==> config.mk <==
export PLATFORM = sky130hd
export DESIGN_NAME = multicycle_rca
export DESIGN_NICKNAME = d
export VERILOG_FILES = /design/src/rtl/multicycle_rca.sv
export SDC_FILE = /design/constraint.sdc
export NUM_CORES = 1
export LEC_CHECK = 0
export CAP_MARGIN = 20
export CORE_UTILIZATION = 30
export DETAILED_ROUTE_END_ITERATION = 8
export SYNTH_ARGS = -nofsm -noshare
export SYNTH_HDL_FRONTEND = slang
export SYNTH_SLANG_ARGS = --single-unit
==> constraint.sdc <==
create_clock -name clk -period 3.43 [get_ports clk]
set_clock_uncertainty 0.2 [all_clocks]
set_input_delay 1.029 -clock clk [delete_from_list [all_inputs] [get_ports clk]]
set_output_delay 1.029 -clock clk [all_outputs]
set_load 0.05 [all_outputs]
==> src/rtl/multicycle_rca.sv <==
// multicycle_rca: WIDTH-bit a+b+cin, CHUNK bits per clock through a registered carry; MULTICYCLE_RCA_OVF_EN adds signed overflow.
// Latency: out_valid N=WIDTH/CHUNK cycles after accept; one result per N+2 cycles with out_ready held high.
// Backpressure: sum/cout/ovf/out_valid hold while out_ready is low; in_ready is high only in IDLE.
module multicycle_rca #(
  parameter int unsigned WIDTH = 32,
  parameter int unsigned CHUNK = 8
) (
  input  logic             clk,
  input  logic             rst_n,
  input  logic             in_valid,
  output logic             in_ready,
  input  logic [WIDTH-1:0] a,
  input  logic [WIDTH-1:0] b,
  input  logic             cin,
  output logic             out_valid,
  input  logic             out_ready,
  output logic [WIDTH-1:0] sum,
  output logic             cout,
  output logic             ovf
);

  localparam int unsigned N    = WIDTH / CHUNK;
  localparam int unsigned IDXW = (N > 1) ? $clog2(N) : 1;
  localparam logic [IDXW-1:0] LAST_IDX = IDXW'(N - 1);

  if ((WIDTH % CHUNK) != 0) begin : g_bad_width
    $error("multicycle_rca: WIDTH must be a multiple of CHUNK");
  end

  typedef enum logic [1:0] {
    IDLE = 2'd0,
    BUSY = 2'd1,
    DONE = 2'd2
  } state_t;

  state_t            state_q, state_d;
  logic [IDXW-1:0]   idx_q, idx_d;
  logic              carry_q, carry_d;
  logic [WIDTH-1:0]  a_q, a_d;
  logic [WIDTH-1:0]  b_q, b_d;
  logic [WIDTH-1:0]  sum_q, sum_d;
  logic              cout_q, cout_d;
  logic              ovf_d;
  logic [CHUNK:0]    chunk_sum;
  logic [31:0]       base;

  always_comb begin
    state_d   = state_q;
    idx_d     = idx_q;
    carry_d   = carry_q;
    a_d       = a_q;
    b_d       = b_q;
    sum_d     = sum_q;
    cout_d    = cout_q;
    ovf_d     = 1'b0;
    base      = 32'(idx_q) * CHUNK;
    chunk_sum = {1'b0, a_q[base +: CHUNK]} + {1'b0, b_q[base +: CHUNK]}
              + {{CHUNK{1'b0}}, carry_q};
    in_ready  = (state_q == IDLE);
    out_valid = (state_q == DONE);

    unique case (state_q)
      IDLE: begin
        if (in_valid) begin
          a_d     = a;
          b_d     = b;
          carry_d = cin;
          idx_d   = '0;
          state_d = BUSY;
        end
      end
      BUSY: begin
        sum_d[base +: CHUNK] = chunk_sum[CHUNK-1:0];
        carry_d = chunk_sum[CHUNK];
        idx_d   = idx_q + 1'b1;
        if (idx_q == LAST_IDX) begin
          idx_d   = '0;
          cout_d  = chunk_sum[CHUNK];
          // Sign of the finished sum comes from sum_d: the top chunk lands this cycle.
          ovf_d   = (a_q[WIDTH-1] == b_q[WIDTH-1]) && (sum_d[WIDTH-1] != a_q[WIDTH-1]);
          state_d = DONE;
        end
      end
      DONE: begin
        if (out_ready) state_d = IDLE;
      end
      default: state_d = IDLE;
    endcase
  end

  always_ff @(posedge clk or negedge rst_n) begin
    if (!rst_n) begin
      state_q <= IDLE;
      idx_q   <= '0;
      carry_q <= 1'b0;
      a_q     <= '0;
      b_q     <= '0;
      sum_q   <= '0;
      cout_q  <= 1'b0;
    end else begin
      state_q <= state_d;
      idx_q   <= idx_d;
      carry_q <= carry_d;
      a_q     <= a_d;
      b_q     <= b_d;
      sum_q   <= sum_d;
      cout_q  <= cout_d;
    end
  end

`ifdef MULTICYCLE_RCA_OVF_EN
  logic ovf_q;

  always_ff @(posedge clk or negedge rst_n) begin
    if (!rst_n) begin
      ovf_q <= 1'b0;
    end else if (state_q == BUSY && idx_q == LAST_IDX) begin
      ovf_q <= ovf_d;
    end
  end

  assign ovf = ovf_q;
`else
  logic unused_ovf;
  assign unused_ovf = ovf_d;
  assign ovf        = 1'b0;
`endif

  assign sum  = sum_q;
  assign cout = cout_q;

endmodule

# Word-level counts from Yosys, hierarchy flattened
# Cells that the tools add are included.
# word_totals
regBits,102
latch_bits,0
ramBits,0
mem_bits_ro,0
input_bits,69
wordCells,37
memories,0
# op_classes
add_sub_neg,4
n_mul,0
n_div,0
order_cmp,0
eq_ne,6
shifts,4
n_mux,10
n_bitwise,0
reduce_logical,6
# op_table
op,n
$shiftx A32 B6 Y8,2
$neg A5 Y34,1
$shift A8 B34 Y32 const A,1
$shiftx A8 B34 Y32,1
$bwmux W32,1
$mux W2,5
$add A8 B8 Y9,1
$add A9 B1 Y9,1
$pmux W2 S3,1
$reduce_and A2 Y1,3
$eq A2 B2 Y1 const B,2
$ne A2 B2 Y1 const B,2
$pmux W2 S2,1
$reduce_and A3 Y1,1
$add A2 B1 Y2 const B,1
$eq A2 B1 Y1 const B,1
$logic_not A2 Y1,1
$ne A2 B1 Y1 const B,1
$pmux W1 S2,1
$reduce_bool A2 Y1,1
$mux W1,1

# Logic depth before layout (Yosys ltp)
# Gate-level depths: netlist of the first run.
# logic_depth
depth_word,5
ltp_mapped,11

# Worst setup path after synthesis of the first run
# No wires, ideal clock.
# synth_path
path_kind,register -> register
startpoint,register idx_q[0]
endpoint,"register sum_q[14], in the netlist sum[14]"
setup_time_ps,67
t_arrival_ps,2755
path_slack_ps,408
path_stages_with_launch,11
cell_sequence,dfrtp_1 > buf_2 > mux4_2 > fa_1 > inv_1 > fa_1 > nor2b_1 > o2111ai_1 > a31oi_1 > a31oi_1 > a22o_1
# synth_between
elab_chain_cells,5
elab_cells_between_ends,8
classes_between,add/sub (3); shift (4); mux (1)
# synth_rtl
item,line_no,rtl
from (decl),37,"logic [IDXW-1:0] idx_q, idx_d;"
from (signal assigned),102,idx_q <= idx_d;
$shiftx A32 B6 Y8,57,"chunk_sum = {1'b0, a_q[base +: CHUNK]} + {1'b0, b_q[base +: CHUNK]}"
$add A8 B8 Y9,57,
$add A9 B1 Y9,58,"+ {{CHUNK{1'b0}}, carry_q};"
$shiftx A8 B34 Y32,73,sum_d[base +: CHUNK] = chunk_sum[CHUNK-1:0];
$bwmux W32 *,73,
to (signal assigned),106,sum_q <= sum_d;
to (decl),41,"logic [WIDTH-1:0] sum_q, sum_d;"
# Every way passes the cells marked *; elsewhere a longest branch is shown, timed or not.
# A chain may end at the register's enable or synchronous reset.

# Final worst setup path of the first run
# layout_path
startpoint,register idx_q[0]
endpoint,"register sum_q[30], in the netlist sum[30]"
# The elaborated chain is that of the path after synthesis.

==> summary.txt, run 1 <==
Critical path
  • Critical path required time: 3.51 ns
  • Critical R2R Launch: idx_q[0]$_DFFE_PN0P_
  • CP max FO: 10
  • Crit Path Class: flip-flop to flip-flop
  • CP Data Arrival Time: 3.22 ns
  • FF-to-FF End: sum[30]$_DFFE_PN0P_
  • Critical Path Sink Type: flip-flop
  • R2R setup slack: 0.29 ns
  • Setup crit start kind: flip-flop
  • FF-to-FF path depth: 9

GRT
  • Initial antenna violation count: 0
  • Total grt overflow: 0
  • Global-route wire length before repair: 18200 microns
  • Vias in the first global route: 3300
  • Largest net degree at the start of global routing: 47
  • GRT Overall Usage: 14.5%

Logic synthesis
  • Yosys top cell area share: 52.0%
  • #FFs+latches synth: 102
  • Syn_area_per_cell: 14.8 sq um
  • Cell taking the most area after synthesis: dfrtp_1
  • Synth area leaders: dfrtp_1, mux2_4, mux4_2
  • EDFF count, synth: 0
  • Async set-reset flop share out of synthesis: 100%
  • Yosys warns: 0
  • Synthesized cell area: 0.00490 sq mm
  • Synth Instances: 331
  • Synth cell types: 41
  • Syn_nets: 415
  • Main synth FF type: dfrtp_1
  • Sequential fraction of the synthesis area: 52.0%

Worst hold path
  • Hold Path Class: flip-flop to flip-flop
  • Worst Hold End: sum[9]$_DFFE_PN0P_
  • Hold Crit Start: sum[9]$_DFFE_PN0P_
  • Worst Hold Path Cells: 2

CTS
  • CTS resizes: 0
  • Clk buf depth: 2
  • Num CTS Buffers: 9
  • H-Tree Depth: 3
  • CTS tree: built
  • CTS Root Cell: clkbuf_16
  • Post-CTS setup buffer count: 0
  • Worst skew pair latency: 0.35 ns
  • Clock slew at reported path FFs: 0.07 ns
  • Cts-stage hold buffer count: 0
  • Clock Sinks: 102

Timing
  • Worst slew margin: 64.5%
  • Setup-failing EPs final: 0
  • Tmin final: 3.14 ns
  • Tcrit/Tclk final: 91.7%
  • RSZ-0062 raised after global routing: no
  • Slew Limit Fails: 0
  • WHS: 0.296 ns
  • Sum Neg Setup Slack: 0 ns
  • Final setup margin: 0.286 ns
  • Worst-Margin Slew: 0.529 ns
  • FMAX: 318 MHz
  • Hold Fails Final Rpt: 0

Final layout
  • Fin cells: 660
  • Filler cells: 1490
  • N_diodes: 0
  • Area delta synth->final: 32.5%
  • Final Util: 40.8%
  • Share of layout cells above drive strength 1: 25.9%
  • # nets final: 524

Power
  • Cell area power density: 1130 mW/mm^2
  • Internal cell power: 4.27 mW
  • Reg power frac: 28.9%
  • P_leak: 2.80 nW
  • Clock share of power: 13.9%
  • Psw: 3.07 mW
  • Peak VDD IR: 0.520 mV
  • Comb pwr share: 57.2%
  • Switch share: 41.8%

Floorplan
  • Die area: 0.0169 sq mm
  • I/O pin cnt: 105
  • Die Wd: 130 microns
  • Row count: 46
  • CORE AREA: 0.0159 sq mm
  • Starting density of the core: 30.8%
  • Die H: 130 microns

Drt
  • DR WL/cell: 17.1 microns
  • Final WL: 11300 microns
  • Iteration-0 DRC Markers: 163
  • Routed via count: 3091
  • ANT nets after route: 0
  • First-pass DRT Iterations: 4
  • DRC viols: 0
  • Via/cell ratio: 4.68

Place
  • PortBufs: 103
  • Gpl congestion: 0.796
  • DPL Wire Length: 8960 microns
  • Placed cells: 645
  • Place WS: 0.314 ns

Status
  • Outcome: finished, final reports clean

Flow run
  • Total of max-cap violations: 0
-- cells in the final DEF, fill, tap and decap left out, types with 2 or more instances in the layout --
master           instances
a21oi_1                  4
clkinvlp_4               2
clkdlybuf4s50_1        102
o211ai_1                 2
mux2_4                  60
mux4_2                  16
mux2_2                   4
a22o_1                  22
xnor2_1                  2
buf_4                    6
o21ai_0                 13
o21ai_1                  3
nand2_2                  3
clkbuf_16                9
nand2_1                 17
ha_1                    13
nor2_1                  14
a31oi_1                  3
a21o_1                   3
nand4_1                  4
inv_1                   10
fa_1                     2
xor2_1                   2
dfrtp_1                102
nor2_2                   2
buf_12                   4
-- worst max-delay path, cell delays in order, from the launching register on --
cell and delay, ns:
dfrtp_1 0.56, mux4_2 0.57, fa_1 0.45, inv_1 0.09
fa_1 0.21, nor2b_1 0.08, o2111ai_1 0.22, a31oi_1 0.14
a31oi_1 0.37, a22o_1 0.20
-- cell families after synthesis --
| group | synth area share (%) |
|---|---|
| flip-flops | 52.0 |
| multiplexers | 26.8 |
| AO/OA/AOI/OAI | 8.19 |
| AND/OR/NAND/NOR | 4.75 |
| buffers and inverters | 3.27 |
| adder cells (fa/ha/maj) | 4.13 |
| XOR/XNOR | 0.714 |
| other | 0.0765 |
-- worst max-delay path by stage --
stage,slack [ns],endpoint,depth (start not counted),start
floorplan,0.41,sum[14]$_DFFE_PN0P_,10,idx_q[0]$_DFFE_PN0P_
global placement,0.39,sum[6]$_DFFE_PN0P_,9,idx_q[0]$_DFFE_PN0P_
detailed placement,0.31,sum[30]$_DFFE_PN0P_,9,idx_q[0]$_DFFE_PN0P_
CTS,0.28,sum[30]$_DFFE_PN0P_,9,idx_q[0]$_DFFE_PN0P_
global route,0.07,sum[30]$_DFFE_PN0P_,9,idx_q[0]$_DFFE_PN0P_
finish,0.29,sum[30]$_DFFE_PN0P_,9,idx_q[0]$_DFFE_PN0P_
-- layout make-up --
class / count / area [sq um] / share of cell area, %
clock buffer: 10 / 239 / 3.68
clock inverter: 5 / 58.8 / 0.905
inverter: 10 / 37.5 / 0.578
multi-input combinational: 205 / 2190 / 33.8
sequential: 102 / 2550 / 39.3
tap: 216 / 270 / 4.16
timing repair buffer: 112 / 1150 / 17.6
-- power by group through the flow --
| stage | combinational [mW] | sequential (mW) | clock [mW] |
|---|---|---|---|
| 5_1_grt | 4.57 | 2.20 | 1.10 |
| 3_3_place_gp | 4.13 | 2.14 | 0 |
| 4_1_cts | 4.25 | 2.13 | 1.05 |
| 6_report | 4.20 | 2.12 | 1.02 |
| 3_5_place_dp | 4.24 | 2.15 | 0 |
| 2_1_floorplan | 2.74 | 2.47 | 0 |
-- synth_stat cells, types with 2 or more instances --
| cell | instances |
|---|---|
| dfrtp_1 | 102 |
| mux2_4 | 60 |
| a22o_1 | 22 |
| nand2_1 | 17 |
| mux4_2 | 16 |
| nor2_1 | 14 |
| ha_1 | 13 |
| o21ai_0 | 13 |
| inv_1 | 10 |
| buf_6 | 8 |
| a21oi_1 | 4 |
| mux2_2 | 4 |
| nand4_1 | 4 |
| a21o_1 | 3 |
| a31oi_1 | 3 |
| nand2_2 | 3 |
| o21ai_1 | 3 |
| buf_2 | 2 |
| buf_4 | 2 |
| clkbuf_1 | 2 |
| fa_1 | 2 |
| nor2_2 | 2 |
| o211ai_1 | 2 |
| xnor2_1 | 2 |
| xor2_1 | 2 |
-- registers in the layout (all words and copies together), names as in the netlist --
| name | flops |
|---|---|
| b_q | 32 |
| carry_q | 1 |
| a_q | 32 |
| sum | 32 |
| cout | 1 |
| idx_q | 2 |
| state_q | 2 |
-- per-layer routing --
layer  global-route usage [%]  vias up  part of all wire (%)
met4                     4.24        0                   1.3
met2                     23.7       89                    48
met1                     19.1     1564                    45
met5                        0        -                     0
met3                     3.61       12                   5.0
li1                         -     1426                     -
-- through the flow --
stage               instance area (sq um)  total power [mW]
floorplan                            4900              5.21
CTS                                  6500              7.43
detailed placement                   6200              6.39
global placement                     6200              6.26
global route                         6500              7.87
finish                               6500              7.34
Note: power is estimated with default switching activity, not from simulation.
==> run 2: changes to the inputs <==
ABC_AREA = 1   (was default)
==> summary.txt, run 2 <==
CTS
  • Worst skew pair latency: 0.35 ns (about the same)
  • Num CTS Buffers: 9 (unchanged)
  • Cts-stage hold buffer count: 0 (unchanged)
  • Clock Sinks: 102 (unchanged)
  • CTS tree: built
  • Clock slew at reported path FFs: 0.06 ns (about the same)
  • Post-CTS setup buffer count: 0 (unchanged)
  • Clk buf depth: 2 (unchanged)
  • H-Tree Depth: 3 (unchanged)
  • CTS resizes: 0 (unchanged)
  • CTS Root Cell: clkbuf_16

Worst hold path
  • Hold Path Class: flip-flop to flip-flop

Final layout
  • Share of layout cells above drive strength 1: 5.52% (-20 points)
  • N_diodes: 0 (unchanged)
  • Commonest non-fill, non-tap cell in the layout: nand2_1
  • Area delta synth->final: 32.3%
  • Filler cells: 1641 (+10%)
  • Most frequent cells in the layout: nand2_1, dfrtp_1, clkdlybuf4s50_1, nor2_1, o21ai_0
  • # nets final: 786 (+50%)

Critical path
  • Critical path cell sequence: nor2_2, clkdlybuf4s50_1
  • CP Data Arrival Time: 1.76 ns (-1.46 ns)
  • Crit Path Class: flip-flop to primary output
  • Setup crit start kind: flip-flop
  • Buf/Inv on CP: 1 (unchanged)
  • CP max stage delay: 0.83 ns (+0.26 ns)
  • Slowest-stage cell, CP: clkdlybuf4s50_1
  • Critical path required time: 2.20 ns (-1.31 ns)
  • CP delay by family, top: buffers and inverters
  • Critical Path Sink Type: primary output
  • CP max FO: 4 (-6)

GRT
  • Largest net degree at the start of global routing: 103 (+120%)
  • Vias in the first global route: 3975 (+20%)
  • Initial antenna violation count: 0 (unchanged)
  • Global-route wire length before repair: 20100 microns (+10%)
  • Total grt overflow: 0 (unchanged)
  • GRT Overall Usage: 15.5% (+0.95 points)

Timing
  • Slew Limit Fails: 0 (unchanged)
  • Tcrit/Tclk final: 87.2% (-4.5 points)
  • Worst-Margin Slew: 0.573 ns (+0.0438 ns)
  • Final setup margin: 0.440 ns (+0.153 ns)
  • Worst slew margin: 61.8% (-2.7 points)
  • Hold Fails Final Rpt: 0 (unchanged)
  • RSZ-0062 raised after global routing: no
  • Setup-failing EPs final: 0 (unchanged)
  • Sum Neg Setup Slack: 0 ns (unchanged)
  • FMAX: 334 MHz (+5.1%)
  • Tmin final: 2.99 ns (-0.153 ns)

Place
  • Gpl congestion: 0.849 (+6.7%)
  • DPL Wire Length: 8900 microns (-0.67%)
  • Place WS: 0.559 ns (+0.245 ns)
  • PortBufs: 103 (unchanged)

Floorplan
  • CORE AREA: 0.0159 sq mm (-0.36%)
  • Row count: 46 (unchanged)
  • Die H: 129 microns (-0.40%)
  • Die Wd: 129 microns (-0.40%)
  • I/O pin cnt: 105 (unchanged)
  • Die area: 0.0167 sq mm (-0.81%)
  • Starting density of the core: 30.6% (-0.14 points)

Logic synthesis
  • Async set-reset flop share out of synthesis: 100% (unchanged)
  • Synth Instances: 606 (+83%)
  • Synthesized cell area: 0.00486 sq mm (-0.82%)
  • Most frequent cell after synthesis: nand2_1
  • Main synth FF type: dfrtp_1
  • Sequential fraction of the synthesis area: 52.5% (+0.43 points)
  • #FFs+latches synth: 102 (unchanged)
  • Syn_area_per_cell: 8.03 sq um (-46%)
  • Synth cell types: 31 (-24%)
  • Yosys top cell area share: 52.5% (+0.43 points)
  • Synth area leaders: dfrtp_1, nand2_1, o21ai_0
  • EDFF count, synth: 0 (unchanged)
  • Cell taking the most area after synthesis: dfrtp_1
  • Syn_nets: 690 (+66%)
  • Post-synth top cells: nand2_1, dfrtp_1, nor2_1
  • Yosys warns: 0 (unchanged)

Drt
  • Routed via count: 4104 (+33%)
  • DRC viols: 0 (unchanged)
  • DR WL/cell: 13.1 microns (-23%)
  • Final WL: 12100 microns (+7.7%)
  • Via/cell ratio: 4.45 (-5.0%)
  • ANT nets after route: 0 (unchanged)
  • Iteration-0 DRC Markers: 255 (+56%)
  • First-pass DRT Iterations: 5 (+1)

Status
  • Outcome: finished, final reports clean

Power
  • Cell area power density: 1110 mW/mm^2 (-2.0%)
  • Peak VDD IR: 0.468 mV (-10%)
  • P_leak: 3.15 nW (+13%)

Flow run
  • Total of max-cap violations: 0 (unchanged)
-- run 2: final timing paths --
| path | startpoint | endpoint | slack (ns) | cells past startpoint |
|---|---|---|---|---|
| min in group asynchronous | rst_n | sum[5]$_DFFE_PN0P_ | 0.51 | 2 |
| setup / recovery | state_q[0]$_DFFE_PN0P_ | in_ready | 0.44 | 2 |
| hold / removal | a_q[8]$_DFFE_PN0P_ | a_q[8]$_DFFE_PN0P_ | 0.28 | 2 |
| setup reg to reg | idx_q[0]$_DFFE_PN0P_ | sum[12]$_DFFE_PN0P_ | 0.56 | 13 |
| max in group asynchronous | rst_n | a_q[5]$_DFFE_PN0P_ | 2.06 | 2 |
| hold reg to reg | a_q[8]$_DFFE_PN0P_ | a_q[8]$_DFFE_PN0P_ | 0.28 | 2 |
-- run 2: layer usage --
layer  global-route usage, %  wire length, microns  up-vias  part of all wire (%)
li1                        -                     -     2110                     -
met1                    21.5                  5900     1859                    49
met2                    25.0                  5600      125                    46
met3                    2.68                   513       10                   4.2
met4                    3.94                   113        0                  0.93
met5                       0                     0        -                     0
-- run 2: area by class of cell --
cell class              count  area, sq um  area share, %
clock buffers              10          229           3.56
clock inverters             5         83.8           1.30
inverters                  33          125           1.94
multi-input cells         445         2050           31.8
flip-flops and latches    102         2550           39.7
well taps                 216          270           4.20
repair buffers            111         1130           17.5
-- run 2: kinds of logic after synthesis --
| family | after synthesis | share of synthesized area, % |
|---|---|---|
| xor gates and xnor gates | 3 | 0.540 |
| DFF | 102 | 52.5 |
| other | 1 | 0.0771 |
| AOI/OAI and AO/OA | 74 | 8.49 |
| adders and majority gates | 15 | 4.17 |
| buffers and inverters | 59 | 5.43 |
| and+or+nand+nor | 352 | 28.8 |
-- run 2: worst min-delay path, stage by stage, from the launching register on --
cell     delay [ns]
dfrtp_1        0.34
nand2_1        0.05
nand2_1        0.05
-- run 2: metrics by stage --
step	utilization, %	hold WS, ns	std cells	instance area [sq um]	power [mW]
floorplan	-	0.244	606	4860	4.83
global placement	38.5	0.264	907	6120	6.02
detailed placement	38.5	0.262	907	6120	6.05
CTS	40.5	0.279	922	6430	7.15
global route	40.5	0.297	922	6430	7.72
finish	40.5	0.276	922	6430	7.12
-- run 2: power breakdown --
group	total [mW]	switching, mW	internal, mW
clock	1.08	0.447	0.638
sequential	2.05	0.330	1.72
combinational	3.99	2.64	1.35
total	7.12	3.41	3.71
==> run 3: changes to the inputs <==
CORE_MARGIN = 2   (was default)
HOLD_SLACK_MARGIN = 0.06   (was default)
==> summary.txt, run 3 (same netlist as run 2, synthesis figures left out) <==
Final layout
  • Area delta synth->final: 31.9%
  • Fin cells: 926 (+0.43%)
  • N_diodes: 0 (unchanged)
  • Fin area: 0.00642 sq mm (-0.27%)
  • Most frequent cells in the layout: nand2_1, dfrtp_1, clkdlybuf4s50_1, nor2_1, o21ai_0
  • Share of layout cells above drive strength 1: 6.06% (+0.53 points)
  • Final Util: 40.4% (-0.11 points)
  • # nets final: 789 (+0.38%)
  • Commonest non-fill, non-tap cell in the layout: nand2_1

Critical path
  • Critical path cell sequence: nor2_2, clkdlybuf4s50_1
  • Buf/Inv on CP: 1 (unchanged)
  • Critical Path Sink Type: primary output
  • Worst Setup SP: state_q[0]$_DFFE_PN0P_
  • CP max FO: 4 (unchanged)
  • CP delay by family, top: buffers and inverters
  • CP Data Arrival Time: 1.74 ns (-0.02 ns)
  • Crit Path Class: flip-flop to primary output
  • Critical path required time: 2.20 ns (about the same)
  • Setup crit start kind: flip-flop
  • Critical R2R Launch: idx_q[0]$_DFFE_PN0P_
  • CP max stage delay: 0.82 ns (about the same)
  • Slowest-stage cell, CP: clkdlybuf4s50_1

Floorplan
  • Die area: 0.0173 sq mm (+3.1%)
  • Die H: 131 microns (+1.5%)
  • Die Wd: 131 microns (+1.5%)
  • CORE AREA: 0.0159 sq mm (unchanged)
  • Row count: 46 (unchanged)
  • Starting density of the core: 30.6% (unchanged)
  • I/O pin cnt: 105 (unchanged)

GRT
  • Initial antenna violation count: 0 (unchanged)
  • Vias in the first global route: 4208 (+5.9%)
  • Total grt overflow: 0 (unchanged)
  • Largest net degree at the start of global routing: 69 (-33%)
  • GRT Overall Usage: 15.2% (-0.29 points)
  • Global-route wire length before repair: 21200 microns (+5.6%)

CTS
  • Clock Sinks: 102 (unchanged)
  • H-Tree Depth: 3 (unchanged)
  • Clock slew at reported path FFs: 0.07 ns (about the same)
  • CTS tree: built
  • CTS resizes: 0 (unchanged)
  • Worst skew pair latency: 0.35 ns (about the same)
  • Post-CTS setup buffer count: 0 (unchanged)
  • Clk buf depth: 2 (unchanged)
  • Cts-stage hold buffer count: 0 (unchanged)
  • Num CTS Buffers: 9 (unchanged)
  • CTS Root Cell: clkbuf_16

Drt
  • DRC viols: 0 (unchanged)
  • First-pass DRT Iterations: 5 (unchanged)
  • DR WL/cell: 13.6 microns (+3.8%)
  • Iteration-0 DRC Markers: 249 (-2.4%)
  • ANT nets after route: 0 (unchanged)
  • Via/cell ratio: 4.51 (+1.3%)
  • Final WL: 12600 microns (+4.2%)
  • Routed via count: 4174 (+1.7%)

Status
  • Outcome: finished, final reports clean

Timing
  • Slew Limit Fails: 0 (unchanged)
  • Hold Fails Final Rpt: 0 (unchanged)
  • Worst-Margin Slew: 0.743 ns (+0.170 ns)
  • Sum Neg Setup Slack: 0 ns (unchanged)
  • WHS: 0.280 ns (+0.00360 ns)
  • Tmin final: 2.97 ns (-0.0173 ns)
  • Final setup margin: 0.457 ns (+0.0173 ns)
  • Setup-failing EPs final: 0 (unchanged)
  • Tcrit/Tclk final: 86.7% (-0.50 points)
  • Worst slew margin: 50.5% (-11 points)
  • FMAX: 336 MHz (+0.58%)
  • RSZ-0062 raised after global routing: no

Place
  • DPL Wire Length: 9540 microns (+7.3%)
  • Area post-placement: 0.00613 sq mm (+0.16%)
  • Gpl congestion: 0.816 (-3.9%)
  • Placed cells: 910 (+0.33%)
  • Place WS: 0.515 ns (-0.0443 ns)
  • PortBufs: 103 (unchanged)

Power
  • P_leak: 3.15 nW (about the same)
  • Cell area power density: 1100 mW/mm^2 (-1.0%)
  • Total Power: 7.03 mW (-1.3%)
  • Peak VDD IR: 0.376 mV (-20%)

Worst hold path
  • Hold Path Class: flip-flop to flip-flop
  • Hold Crit Start: a_q[19]$_DFFE_PN0P_

Flow run
  • Total of max-cap violations: 0 (unchanged)
==> run 3: changes by cell type in the layout (fill, tap and decap cells not counted) <==
cell	delta
buf_12	-1
buf_4	+4
bufinv_16	-2
clkbuf_8	+2
clkinv_2	+1
==> run 3: report_power, final <==
| group | total (mW) | internal [mW] | switching [mW] |
|---|---|---|---|
| clock network | 0.978 | 0.533 | 0.445 |
| registers | 2.05 | 1.72 | 0.335 |
| logic | 4.00 | 1.36 | 2.64 |
==> run 3: area by class of cell <==
class                   instances  area [sq um]
clock buffers                  12           256
clock inverters                 4          28.8
fillers                      1696          9470
inverters                      33           125
multi-input cells             445          2050
flip-flops and latches        102          2550
well taps                     216           270
repair buffers                114          1140
==> run 3: routing by layer <==
metal,GRT usage (%),share of wire [%]
met5,0,0
met4,4.11,1.3
met3,3.20,4.2
met2,24.1,46
met1,21.1,49
==> run 3: path summary, 6_finish.rpt <==
check	to	slack, ns	cells past startpoint
min	a_q[19]$_DFFE_PN0P_	0.28	2
min reg2reg	a_q[19]$_DFFE_PN0P_	0.28	2
max	in_ready	0.46	2
max reg2reg	sum[12]$_DFFE_PN0P_	0.49	13
min in group asynchronous	a_q[13]$_DFFE_PN0P_	0.54	1
max in group asynchronous	sum[22]$_DFFE_PN0P_	1.84	2
==> run 3: worst min-delay path, cell delays in order (launching register included) <==
cell,delay [ns]
dfrtp_1,0.34
nand2_1,0.06
nand2_1,0.05
